--- src/rtl/ccd_pkg.sv ---
// Shared types and constants for the linear-CCD acquisition sequencer.
package ccd_pkg;

    typedef enum logic [1:0] {
        ST_IDLE = 2'd0,
        ST_ARM  = 2'd1,
        ST_ACQ  = 2'd2
    } ccd_state_e;

    localparam int unsigned PERIOD_MIN = 2102;
    localparam int unsigned PERIOD_DEF = 10000;
    localparam int unsigned LINE_WIDTH = 2088;
    localparam int unsigned F_W        = 23;

    function automatic logic [F_W-1:0] clamp_period(input logic [F_W-1:0] req,
                                                    input logic [F_W-1:0] pmin);
        return (req < pmin) ? pmin : req;
    endfunction

endpackage

--- src/rtl/sync_edge.sv ---
// Two-flop synchroniser followed by an edge register; reports the retimed level and its edges.
module sync_edge (
    input  logic clk,
    input  logic rst_n,
    input  logic d_in,
    output logic lvl,
    output logic rise,
    output logic fall
);

    logic meta_q, meta_d;
    logic sync_q, sync_d;
    logic dly_q, dly_d;

    always_comb begin
        meta_d = d_in;
        sync_d = meta_q;
        dly_d  = sync_q;
    end

    always_ff @(posedge clk or negedge rst_n) begin
        if (!rst_n) begin
            meta_q <= 1'b0;
            sync_q <= 1'b0;
            dly_q  <= 1'b0;
        end else begin
            meta_q <= meta_d;
            sync_q <= sync_d;
            dly_q  <= dly_d;
        end
    end

    assign rise = sync_q & ~dly_q;
    assign fall = ~sync_q & dly_q;
    assign lvl  = dly_q;

endmodule

--- src/rtl/ccd_acq_ctrl.sv ---
// Acquisition sequencer: programs the line period and gates whole CCD lines into frames.
//   state | meaning
//   IDLE  | f_cnt tracks cfg_period, waiting for start
//   ARM   | frame requested, waiting for the first accepted line boundary
//   ACQ   | capturing lines until the frame count is reached or a stop lands
module ccd_acq_ctrl #(
    parameter int unsigned PERIOD_MIN = ccd_pkg::PERIOD_MIN,
    parameter int unsigned PERIOD_DEF = ccd_pkg::PERIOD_DEF,
    parameter int unsigned LCNT_W     = 16
) (
    input  logic              sys_clk,
    input  logic              sys_rst_n,
    input  logic [22:0]       cfg_period,
    input  logic [LCNT_W-1:0] cfg_lines,
    input  logic              cfg_trig_mode,
    input  logic              cfg_cont,
    input  logic              start,
    input  logic              stop,
    input  logic              ext_trig,
    input  logic              os_tvalid,
    output logic [22:0]       f_cnt,
    output logic              acq_tvalid,
    output logic [LCNT_W-1:0] line_cnt,
    output logic              busy,
    output logic              frame_start,
    output logic              frame_done,
    output logic              frame_abort,
    output logic              trig_miss
);
    import ccd_pkg::*;

    localparam logic [22:0] P_MIN = 23'(PERIOD_MIN);
    localparam logic [22:0] P_DEF = 23'(PERIOD_DEF);

    logic tv_lvl, tv_rise, tv_fall;
    logic tg_lvl, tg_rise, tg_fall;
    logic trig_unused;

    sync_edge u_sync_tvalid (
        .clk   (sys_clk),
        .rst_n (sys_rst_n),
        .d_in  (os_tvalid),
        .lvl   (tv_lvl),
        .rise  (tv_rise),
        .fall  (tv_fall)
    );

    sync_edge u_sync_trig (
        .clk   (sys_clk),
        .rst_n (sys_rst_n),
        .d_in  (ext_trig),
        .lvl   (tg_lvl),
        .rise  (tg_rise),
        .fall  (tg_fall)
    );

    // only the trigger's rising edge is an event
    assign trig_unused = tg_lvl | tg_fall;

    ccd_state_e        state_q, state_d;
    logic [22:0]       f_cnt_q, f_cnt_d;
    logic [LCNT_W-1:0] line_cnt_q, line_cnt_d;
    logic [LCNT_W-1:0] lines_l_q, lines_l_d;
    logic              mode_l_q, mode_l_d;
    logic              line_act_q, line_act_d;
    logic              trig_pend_q, trig_pend_d;
    logic              stop_pend_q, stop_pend_d;
    logic              acq_tvalid_q, acq_tvalid_d;
    logic              busy_q, busy_d;
    logic              frame_start_q, frame_start_d;
    logic              frame_done_q, frame_done_d;
    logic              frame_abort_q, frame_abort_d;
    logic              trig_miss_q, trig_miss_d;

    logic [22:0]       p_clamped;
    logic [LCNT_W-1:0] cnt_inc;
    logic              accept;
    logic              stop_now;

    always_comb begin
        state_d       = state_q;
        f_cnt_d       = f_cnt_q;
        line_cnt_d    = line_cnt_q;
        lines_l_d     = lines_l_q;
        mode_l_d      = mode_l_q;
        line_act_d    = line_act_q;
        trig_pend_d   = trig_pend_q;
        stop_pend_d   = stop_pend_q;
        frame_start_d = 1'b0;
        frame_done_d  = 1'b0;
        frame_abort_d = 1'b0;
        trig_miss_d   = 1'b0;
        p_clamped     = clamp_period(cfg_period, P_MIN);
        cnt_inc       = line_cnt_q + LCNT_W'(1);
        stop_now      = stop | stop_pend_q;
        accept        = 1'b0;

        unique case (state_q)
            ST_IDLE: begin
                f_cnt_d     = p_clamped;
                line_act_d  = 1'b0;
                trig_pend_d = 1'b0;
                stop_pend_d = 1'b0;
                if (start) begin
                    lines_l_d  = (cfg_lines == '0) ? LCNT_W'(1) : cfg_lines;
                    mode_l_d   = cfg_trig_mode;
                    line_cnt_d = '0;
                    state_d    = ST_ARM;
                end
            end
            default: begin
                if (tv_fall) f_cnt_d = p_clamped;

                if (mode_l_q && tg_rise) begin
                    if (trig_pend_q || line_act_q) trig_miss_d = 1'b1;
                    else                           trig_pend_d = 1'b1;
                end

                accept = tv_rise && (!mode_l_q || trig_pend_q);
                if (accept) begin
                    if (mode_l_q) trig_pend_d = 1'b0;
                    line_act_d = 1'b1;
                    // a zero count at an accepted rise means this line opens a frame
                    if (line_cnt_q == '0) frame_start_d = 1'b1;
                    state_d = ST_ACQ;
                end

                if (tv_fall && line_act_q) begin
                    line_act_d = 1'b0;
                    line_cnt_d = cnt_inc;
                    if (cnt_inc == lines_l_q) begin
                        frame_done_d = 1'b1;
                        if (cfg_cont && !stop_now) line_cnt_d = '0;
                        else                       state_d    = ST_IDLE;
                    end else if (stop_now) begin
                        frame_abort_d = 1'b1;
                        state_d       = ST_IDLE;
                    end
                end

                if (stop) begin
                    if (!line_act_q) begin
                        frame_abort_d = 1'b1;
                        frame_start_d = 1'b0;
                        line_act_d    = 1'b0;
                        state_d       = ST_IDLE;
                    end else begin
                        stop_pend_d = 1'b1;
                    end
                end
            end
        endcase

        acq_tvalid_d = tv_lvl & line_act_q;
        busy_d       = (state_d != ST_IDLE);
    end

    always_ff @(posedge sys_clk or negedge sys_rst_n) begin
        if (!sys_rst_n) begin
            state_q       <= ST_IDLE;
            f_cnt_q       <= P_DEF;
            line_cnt_q    <= '0;
            lines_l_q     <= '0;
            mode_l_q      <= 1'b0;
            line_act_q    <= 1'b0;
            trig_pend_q   <= 1'b0;
            stop_pend_q   <= 1'b0;
            acq_tvalid_q  <= 1'b0;
            busy_q        <= 1'b0;
            frame_start_q <= 1'b0;
            frame_done_q  <= 1'b0;
            frame_abort_q <= 1'b0;
            trig_miss_q   <= 1'b0;
        end else begin
            state_q       <= state_d;
            f_cnt_q       <= f_cnt_d;
            line_cnt_q    <= line_cnt_d;
            lines_l_q     <= lines_l_d;
            mode_l_q      <= mode_l_d;
            line_act_q    <= line_act_d;
            trig_pend_q   <= trig_pend_d;
            stop_pend_q   <= stop_pend_d;
            acq_tvalid_q  <= acq_tvalid_d;
            busy_q        <= busy_d;
            frame_start_q <= frame_start_d;
            frame_done_q  <= frame_done_d;
            frame_abort_q <= frame_abort_d;
            trig_miss_q   <= trig_miss_d;
        end
    end

    assign f_cnt       = f_cnt_q;
    assign acq_tvalid  = acq_tvalid_q;
    assign line_cnt    = line_cnt_q;
    assign busy        = busy_q;
    assign frame_start = frame_start_q;
    assign frame_done  = frame_done_q;
    assign frame_abort = frame_abort_q;
    assign trig_miss   = trig_miss_q;

endmodule
--- config.mk ---
export PLATFORM = sky130hd
export DESIGN_NAME = ccd_acq_ctrl
export DESIGN_NICKNAME = d
export VERILOG_FILES = /design/src/rtl/ccd_pkg.sv /design/src/rtl/sync_edge.sv /design/src/rtl/ccd_acq_ctrl.sv
export SDC_FILE = /design/constraint.sdc
export NUM_CORES = 1
export LEC_CHECK = 0
export ABC_AREA = 0
export CORE_AREA = 2 2 99 101
export CTS_CLUSTER_SIZE = 24
export DETAILED_ROUTE_END_ITERATION = 10
export DIE_AREA = 0 0 101 103
export MAX_ROUTING_LAYER = met4
export PLACE_DENSITY = 0.76
export SETUP_SLACK_MARGIN = 0.3
export SLEW_MARGIN = 20
export SYNTH_ARGS = -nofsm -noshare
export SYNTH_HDL_FRONTEND = slang
export SYNTH_SLANG_ARGS = --single-unit
--- constraint.sdc ---
create_clock -name sys_clk -period 6.5 [get_ports sys_clk]
set_clock_uncertainty 0.05 [all_clocks]
set_input_delay 1.625 -clock sys_clk [delete_from_list [all_inputs] [get_ports sys_clk]]
set_output_delay 1.625 -clock sys_clk [all_outputs]
set_load 0.02 [all_outputs]
==> impl_metrics.json, run 1 <==
{
  "routed_via_density": 5.24,
  "cp_max_fo": 11,
  "critical_path_class": "flop to primary output",
  "yosysTopAreaCell": "dfrtp_1",
  "hold_viol": 0,
  "regArea_um2": 1830,
  "cap_violations": 0,
  "ctsResizeCount": 0,
  "port_buffers": 91,
  "cts.sinks": 73,
  "irDropWorstVdd_v": 0.000158,
  "path_clk_slew_ps": 80,
  "required_ps": 4830,
  "endpoint_kind": "primary output",
  "cp_slowest_cell": "clkdlybuf4s50_1",
  "setup_viol": 0,
  "die_h_um": 103,
  "antenna_found_initial": 0,
  "area_growth_pct": 31.2,
  "cts_max_level": 3,
  "die_w_um": 101,
  "synth_edf_count": 0,
  "overflow": 0,
  "drtAntennaViolNets": 0,
  "path_cells": "clkdlybuf4s50_1",
  "rows": 36,
  "syn_avg_cell_area_um2": 9.17,
  "yosysTopAreaCellShare_pct": 46.4,
  "critPathMaxStageDelay_ps": 690,
  "fin_crit_sh_pct": 51.0,
  "power.total_uw": 1400,
  "finalSetupTns_ps": 0,
  "numCtsBuffers": 9,
  "yosys_warnings": 0,
  "drc": 0,
  "regToRegStartpoint": "line_cnt[0]$_DFFE_PN0P_",
  "startpoint_type": "flop",
  "cellLeakagePower_uw": 0.00205,
  "vias": 3155,
  "synth.area.top_cells": "dfrtp_1 (46%), nand2_1 (11%), xnor2_1 (4.8%), dfstp_2 (3.6%), xor2_1 (3.6%)",
  "hold_ws_ps": 308,
  "fin_area_um2": 4810,
  "synth_area_um2": 3670,
  "worst_path_dominant_cell_family": "buffers and inverters",
  "fillers": 904,
  "first_pass_iters": 4,
  "synthTopCellsByCount": "nand2_1 (107), dfrtp_1 (68), nor2_1 (24), nor3_1 (24), xnor2_1 (20)",
  "yosysUniqueCellTypes": 52,
  "hp-start": "u_sync_tvalid.meta_q$_DFF_PN0_",
  "synthCells": 400,
  "drive_gt1_share_pct": 7.17,
  "first_global_vias": 3129,
  "diodes": 0,
  "report.final.slew_viol_count": 0,
  "hold_class": "flop to flop",
  "critical_path_arrival_ps": 1640,
  "crit_start": "line_cnt[6]$_DFFE_PN0P_",
  "worstMarginPinSlew_ps": 972,
  "core_area_um2": 9460,
  "post_cts_buffers": 0,
  "grt_max_degree": 74,
  "grt_usage_pct": 19.3,
  "placed_cells": 586,
  "grt_pass1_wl_mm": 15.1,
  "maxSlewHeadroom_pct": 35.0,
  "fin_crit_ps": 3310,
  "drt_iter0_markers": 199,
  "syn_nets": 449,
  "drt-total-wl_mm": 9.21,
  "synthFlopType": "dfrtp_1",
  "crit_buf_inv": 1,
  "yosysSeqAreaShare_pct": 50.0,
  "powerDensity_nw_per_um2": 292,
  "clock.fmax_mhz": 302,
  "ys_ff_latch": 73,
  "status": "complete, no violations",
  "layout.nets": 532,
  "async_flop_share_pct": 100,
  "cts_tree": "done",
  "place_area_um2": 4630,
  "hpwlAfterDp_mm": 6.80,
  "start_util_pct": 38.8,
  "rsz0062_at_grt": "false",
  "wl_per_cell_um": 15.3,
  "multi_input_area_um2": 1710,
  "layoutNonFillerInstCount": 602,
  "clock_insertion_delay_worst_skew_ps": 350,
  "cts_hold_buf": 0,
  "clockBufferDepth": 2,
  "io_pins": 92,
  "gp_congestion": 0.908,
  "die_area_um2": 10400,
  "root_buffer": "clkbuf_8",
  "yosysMostFrequentCell": "nand2_1"
}
[path summary, 6_finish.rpt]
check	to	slack (ps)	depth (start not counted)
min	u_sync_tvalid.dly_d$_DFF_PN0_	310	0
min reg2reg	u_sync_tvalid.dly_d$_DFF_PN0_	310	0
min in group asynchronous	line_cnt[5]$_DFFE_PN0P_	1420	2
max reg2reg	line_cnt[13]$_DFFE_PN0P_	3360	8
max	line_cnt[6]	3190	1
max in group asynchronous	f_cnt[20]$_DFFE_PN0P_	4360	2
[final cells by class]
cell class              instances  share of cell area (%)
inverters                       6                   0.468
flip-flops and latches         73                    38.1
clock buffers                  11                    2.94
repair buffers                 93                    19.1
multi-input cells             300                    35.6
well taps                     114                    2.96
clock inverters                 5                   0.780
[through the flow]
| step | setup WS (ps) | util [%] |
|---|---|---|
| 2_1_floorplan | 3910 | - |
| 3_3_place_gp | 2810 | 49.0 |
| 3_5_place_dp | 2720 | 49.0 |
| 4_1_cts | 3070 | 50.8 |
| 5_1_grt | 3110 | 50.9 |
| 6_report | 3190 | 50.9 |
[state kept, by name (all words and copies together), names as in the netlist, 2 cells and up]
register / flops
lines_l_q: 16
line_cnt: 16
f_cnt: 23
state_q: 2
[per-layer routing]
metal	vias to the layer above	global-route usage (%)	part of all wire, %
met5	-	-	0
met4	0	6.24	1.8
met3	14	4.34	4.6
met2	83	29.8	47
met1	1504	25.5	46
li1	1554	-	-
[report_power, final]
group          switching (uW)  internal [uW]
logic                     245            209
registers                67.0            551
clock network             180            151
total                     492            911
[cells by family after synthesis]
family | Yosys count | share of synthesized area [%]
buffers and inverters | 27 | 3.31
XOR/XNOR | 35 | 8.36
AO/OA/AOI/OAI | 54 | 10.6
adder cells (fa/ha/maj) | 2 | 0.682
flip-flops | 73 | 50.0
AND/OR/NAND/NOR | 209 | 27.0
[cells in the final DEF, fill, tap and decap left out, drive strengths merged, types with 3 or more instances in the layout]
| cell | Yosys | layout |
|---|---|---|
| a21oi | 10 | 10 |
| clkdlybuf4s50 | 0 | 90 |
| xor2 | 15 | 15 |
| nand4 | 6 | 6 |
| or3 | 4 | 4 |
| o22a | 4 | 4 |
| nor2 | 24 | 24 |
| clkbuf | 10 | 11 |
| nor4 | 12 | 12 |
| dfstp | 5 | 5 |
| nand3 | 8 | 8 |
| xnor2 | 20 | 20 |
| nor2b | 3 | 3 |
| nor3 | 24 | 24 |
| dfrtp | 68 | 68 |
| and4 | 4 | 4 |
| a22o | 7 | 7 |
| inv | 6 | 8 |
| buf | 11 | 3 |
| a211oi | 6 | 6 |
| and2 | 4 | 4 |
| o21ai | 13 | 13 |
| nand2 | 107 | 107 |
Note: power is estimated with default switching activity, not from simulation.
==> run 2: changes to the inputs <==
==> constraint.sdc (replaced) <==
create_clock -name sys_clk -period 3.1 [get_ports sys_clk]
set_clock_uncertainty 0.05 [all_clocks]
set_input_delay 0.775 -clock sys_clk [delete_from_list [all_inputs] [get_ports sys_clk]]
set_output_delay 0.775 -clock sys_clk [all_outputs]
set_load 0.02 [all_outputs]
==> run 2 against run 1 <==
Sequential power is 110% higher. Die area stayed put. Sequential cell count stayed put. Cell area is 2.1% higher. Critical path depth is 8 higher. First-iteration DRC count is 4.5% higher. Setup slack worse by 2700 ps. Routed wire length is 2.5% higher. Global-route usage is 0.38 points higher. Clock-buffer cell count stayed put. Critical path type is now flop to flop. Largest cell class unchanged.
==> impl_metrics.json, run 2 (synthesis results as in run 1) <==
{
  "cts_tree": "done",
  "crit_buf_inv": 1,
  "cp_slowest_cell": "dfrtp_1",
  "port_buffers": 91,
  "grt_max_degree": 44,
  "drive_gt1_share_pct": 10.3,
  "fin_crit_ps": 2610,
  "maxSlewHeadroom_pct": 54.7,
  "endpoint_kind": "flop",
  "fin_area_um2": 4910,
  "start_util_pct": 38.8,
  "path_clk_slew_ps": 80,
  "required_ps": 3280,
  "startpoint_type": "flop",
  "worstRegToRegCells": 9,
  "crit_top_cell": "nor3_1",
  "final_cell_mix": "nand2_1 (107), clkdlybuf4s50_1 (90), dfrtp_1 (63)",
  "final_common_cell": "nand2_1",
  "clock_insertion_delay_worst_skew_ps": 350,
  "numCtsBuffers": 9,
  "drt-total-wl_mm": 9.44,
  "first_pass_iters": 4,
  "critPathMaxStageDelay_ps": 480,
  "critical_path_arrival_ps": 2800,
  "root_buffer": "clkbuf_8",
  "clockBufferDepth": 2,
  "diodes": 0,
  "fin_crit_sh_pct": 84.2,
  "io_pins": 92,
  "worstReg2RegEnd": "line_cnt[13]$_DFFE_PN0P_",
  "status": "complete, no violations",
  "powerDensity_nw_per_um2": 617,
  "grt_pass1_wl_mm": 15.4,
  "cap_violations": 0,
  "worst_path_dominant_cell_family": "simple AND/OR/NAND/NOR gates",
  "grt_usage_pct": 19.7,
  "layout.nets": 541,
  "gp_congestion": 1.05,
  "vias": 3271,
  "crit_start": "line_cnt[0]$_DFFE_PN0P_",
  "place_area_um2": 4680,
  "area_growth_pct": 34.0,
  "die_area_um2": 10400,
  "worstMarginPinSlew_ps": 678,
  "regToRegStartpoint": "line_cnt[0]$_DFFE_PN0P_",
  "first_global_vias": 3184,
  "overflow": 0,
  "critical_path_class": "flop to flop",
  "cellLeakagePower_uw": 0.00210,
  "report.final.slew_viol_count": 0,
  "min_path_cells": 0,
  "die_h_um": 103,
  "fillers": 916,
  "hold_class": "flop to flop",
  "cts.sinks": 73,
  "cts_max_level": 3,
  "drtAntennaViolNets": 0,
  "core_area_um2": 9460,
  "antenna_found_initial": 0,
  "rsz0062_at_grt": "false",
  "finalSetupTns_ps": 0,
  "drt_iter0_markers": 208,
  "hold_viol": 0,
  "crit_path_end": "line_cnt[13]$_DFFE_PN0P_",
  "path_cells": "ha_2 -> nand4_1 -> buf_4 -> nor4b_1 -> nor3_1 -> a211oi_1 -> and4_4 -> and4_2 -> nor3_1",
  "drc": 0,
  "clock.fmax_mhz": 383,
  "routed_via_density": 5.35,
  "wl_per_cell_um": 15.4,
  "cp_max_fo": 10,
  "irDropWorstVdd_v": 0.000309,
  "worst-path-stages": 9,
  "hpwlAfterDp_mm": 7.17,
  "rows": 36,
  "r2r_slack_ps": 490,
  "die_w_um": 101,
  "largest_register_ffs": 23,
  "setup_viol": 0
}
[run 2: cell count changes in the layout (fill, tap and decap cells not counted), sizes merged]
cell,change
inv,-2
clkinv,+2
buf,+9
bufinv,+1
clkinvlp,-1
[run 2: where the power goes]
group / switching, uW / internal (uW) / leakage (uW)
registers: 154 / 1160 / 0.000908
logic: 522 / 448 / 0.00109
clock network: 355 / 392 / 0.0000993
total: 1030 / 2000 / 0.00210
[run 2: how the worst min path moves through the flow]
stage	end	slack, ps	start
floorplan	u_sync_trig.dly_d$_DFF_PN0_	280	u_sync_trig.meta_q$_DFF_PN0_
finish	u_sync_trig.dly_d$_DFF_PN0_	300	u_sync_trig.meta_q$_DFF_PN0_
global placement	u_sync_trig.dly_d$_DFF_PN0_	290	u_sync_trig.meta_q$_DFF_PN0_
CTS	u_sync_trig.dly_d$_DFF_PN0_	310	u_sync_trig.meta_q$_DFF_PN0_
detailed placement	u_sync_trig.dly_d$_DFF_PN0_	290	u_sync_trig.meta_q$_DFF_PN0_
global route	u_sync_trig.dly_d$_DFF_PN0_	300	u_sync_trig.meta_q$_DFF_PN0_
[run 2: routing by layer]
metal / vias up / wire (um) / GRT usage, %
met5: - / 0 / -
met4: 0 / 192 / 10.2
met3: 14 / 551 / 3.46
met2: 114 / 4470 / 29.0
met1: 1575 / 4230 / 26.2
li1: 1568 / - / -
[run 2: final cells by class]
type	count	area [um^2]	area share (%)
Clock inverter	5	56.3	1.15
Timing Repair Buffer	102	988	20.1
Clock buffer	11	141	2.88
Multi-Input combinational cell	300	1720	35.0
Sequential cell	73	1840	37.5
Tap cell	114	143	2.90
Inverter	6	22.5	0.459
[run 2: repair_timing]
action	in CTS	in global routing
hold buffers	0	0
endpoints found under the setup margin	10	16
pin swaps	0	2
resized for setup	1	7
buffers inserted	0	3
[run 2: through the flow]
step	hold WS, ps	utilization, %	worst slack (ps)	std cells	total power, uW
after floorplan	281	-	556	400	1860
after global placement	286	49.4	346	592	2270
after detailed placement	286	49.4	259	592	2300
after CTS	306	51.5	313	608	3060
after global routing	299	51.9	344	611	3210
final	296	51.9	489	611	3030
==> run 3: changes to the inputs <==
==> constraint.sdc (replaced) <==
create_clock -name sys_clk -period 2.6 [get_ports sys_clk]
set_clock_uncertainty 0.05 [all_clocks]
set_input_delay 0.65 -clock sys_clk [delete_from_list [all_inputs] [get_ports sys_clk]]
set_output_delay 0.65 -clock sys_clk [all_outputs]
set_load 0.02 [all_outputs]
==> run 3 against run 2 <==
Cell area increased by 8.9%. First-iteration DRC count increased by 5.3%. Routed wire length increased by 13%. Sequential cell count unchanged. Via count increased by 5.9%. Final cell count increased by 4.3%. Maximum frequency increased by 12%. Global-route usage increased by 2.2 points. Core utilization increased by 4.6 points. Power increased by 28%. Register-to-register slack got worse by 220 ps. Clock-buffer cell count decreased by 2. Critical path type unchanged.
==> impl_metrics.json, run 3 (synthesis results as in run 1) <==
{
  "combPwrFrac_pct": 33.5,
  "report.final.slew_viol_count": 0,
  "startpoint_type": "flop",
  "worstMarginPinSlew_ps": 651,
  "wl_met3_um": 736,
  "clockBufferDepth": 2,
  "drive_gt1_share_pct": 20.8,
  "first_global_vias": 3478,
  "port_buffers": 91,
  "die_area_um2": 10400,
  "root_buffer": "clkbuf_8",
  "numCtsBuffers": 9,
  "finish.utilization_pct": 56.6,
  "area_growth_pct": 45.9,
  "rows": 36,
  "path_clk_slew_ps": 80,
  "cts_max_level": 3,
  "wl_met2_mm": 5.13,
  "setup_viol": 0,
  "finalSetupTns_ps": 0,
  "cts.sinks": 73,
  "cap_violations": 0,
  "diodes": 0,
  "maxSlewHeadroom_pct": 56.5,
  "critical_path_class": "flop to flop",
  "die_w_um": 101,
  "final_cell_mix": "nand2_1 (106), clkdlybuf4s50_1 (87), dfrtp_1 (56)",
  "drt-met1-wl_mm": 4.41,
  "drc": 0,
  "p_int_uw": 2530,
  "critical_path_arrival_ps": 2520,
  "drt_iter0_markers": 219,
  "power_frac_clock_pct": 26.1,
  "final_common_cell": "nand2_1",
  "antenna_found_initial": 0,
  "core_area_um2": 9460,
  "wl_per_cell_um": 16.7,
  "vias": 3465,
  "irDropWorstVdd_v": 0.000450,
  "drtAntennaViolNets": 0,
  "grt_pass1_wl_mm": 16.9,
  "layout.nets": 567,
  "powerDensity_nw_per_um2": 723,
  "die_h_um": 103,
  "gp_congestion": 0.959,
  "swShare_pct": 34.7,
  "overflow": 0,
  "hpwlAfterDp_mm": 7.83,
  "routed_via_density": 5.44,
  "cts_tree": "done",
  "rsz0062_at_grt": "true",
  "grt_usage_pct": 21.9,
  "clock.fmax_mhz": 430,
  "fillers": 856,
  "topRoutingLayerUsed": "met4",
  "pwr-share-seq_pct": 40.4,
  "p_switching_uw": 1340,
  "cellLeakagePower_uw": 0.00235,
  "first_pass_iters": 4,
  "start_util_pct": 38.8,
  "hold_class": "input pin to async pin",
  "status": "complete, no violations",
  "fin_crit_ps": 2330,
  "io_pins": 92,
  "cp_max_fo": 4,
  "clock_insertion_delay_worst_skew_ps": 350,
  "grt_max_degree": 48,
  "required_ps": 2790,
  "largest_register_ffs": 23,
  "endpoint_kind": "flop",
  "hold_viol": 0,
  "fin_crit_sh_pct": 89.5,
  "drt-total-wl_mm": 10.7
}
-- run 3: changes by cell type in the layout (fill, tap and decap cells not counted), moves of 4 or more --
cell     delta
buf_4      +21
dfrtp_2     +7
dfrtp_1     -7
buf_6       +4
-- run 3: area by class of cell --
cell class / count / area (um^2) / share of cell area, %
clock buffers: 9 / 124 / 2.32
clock inverters: 7 / 101 / 1.89
inverters: 6 / 22.5 / 0.421
multi-input cells: 300 / 1890 / 35.4
flip-flops and latches: 73 / 1850 / 34.5
well taps: 114 / 143 / 2.67
repair buffers: 128 / 1220 / 22.8
-- run 3: power groups by stage --
stage / combinational [uW] / sequential, uW / clock (uW)
2_1_floorplan: 543 / 1680 / 0
3_3_place_gp: 1190 / 1560 / 0
3_5_place_dp: 1210 / 1570 / 0
4_1_cts: 1260 / 1560 / 1030
5_1_grt: 1410 / 1590 / 1070
6_report: 1300 / 1560 / 1010
-- run 3: path summary, 6_finish.rpt --
path,start,endpoint,slack [ps],cells after the start
setup / recovery,line_cnt[7]$_DFFE_PN0P_,line_cnt[13]$_DFFE_PN0P_,270,8
hold / removal,sys_rst_n,f_cnt[17]$_DFFE_PN0P_,260,1
setup reg to reg,line_cnt[7]$_DFFE_PN0P_,line_cnt[13]$_DFFE_PN0P_,270,8
hold reg to reg,u_sync_trig.meta_q$_DFF_PN0_,u_sync_trig.dly_d$_DFF_PN0_,300,0
max in group asynchronous,sys_rst_n,line_cnt[10]$_DFFE_PN0P_,1550,2
min in group sys_clk,u_sync_trig.meta_q$_DFF_PN0_,u_sync_trig.dly_d$_DFF_PN0_,300,0
-- run 3: repair_timing --
item / CTS / global route
resized for setup: 13 / 29
setup buffers: 14 / 3
pin swaps: 8 / 14
cloned: 1 / 0
hold buffers: 0 / 0
hold endpoints to repair: 0 / 0
endpoints found under the setup margin: 18 / 24
-- run 3: through the flow --
step	instance area, um^2	total power [uW]	std cells	setup WS (ps)	hold WS [ps]
2_1_floorplan	3730	2220	400	267	281
3_3_place_gp	4810	2760	603	163	286
3_5_place_dp	4810	2790	603	106	285
4_1_cts	5200	3850	634	286	262
5_1_grt	5350	4070	637	183	281
6_report	5350	3870	637	274	258
-- run 3: metal layers --
metal	global-route usage, %	vias to the layer above
met3	4.00	33
met5	-	-
li1	-	1615
met2	35.4	140
met4	10.6	0
met1	26.6	1677
-- run 3: critical path, cell delays in order (launching register included) --
cell and delay [ps]:
dfrtp_2 440, or3b_4 420, a2111oi_4 330, nor3_2 110, a211oi_2 200, and4_4 240
and4_4 240, buf_4 150, nor3_1 50
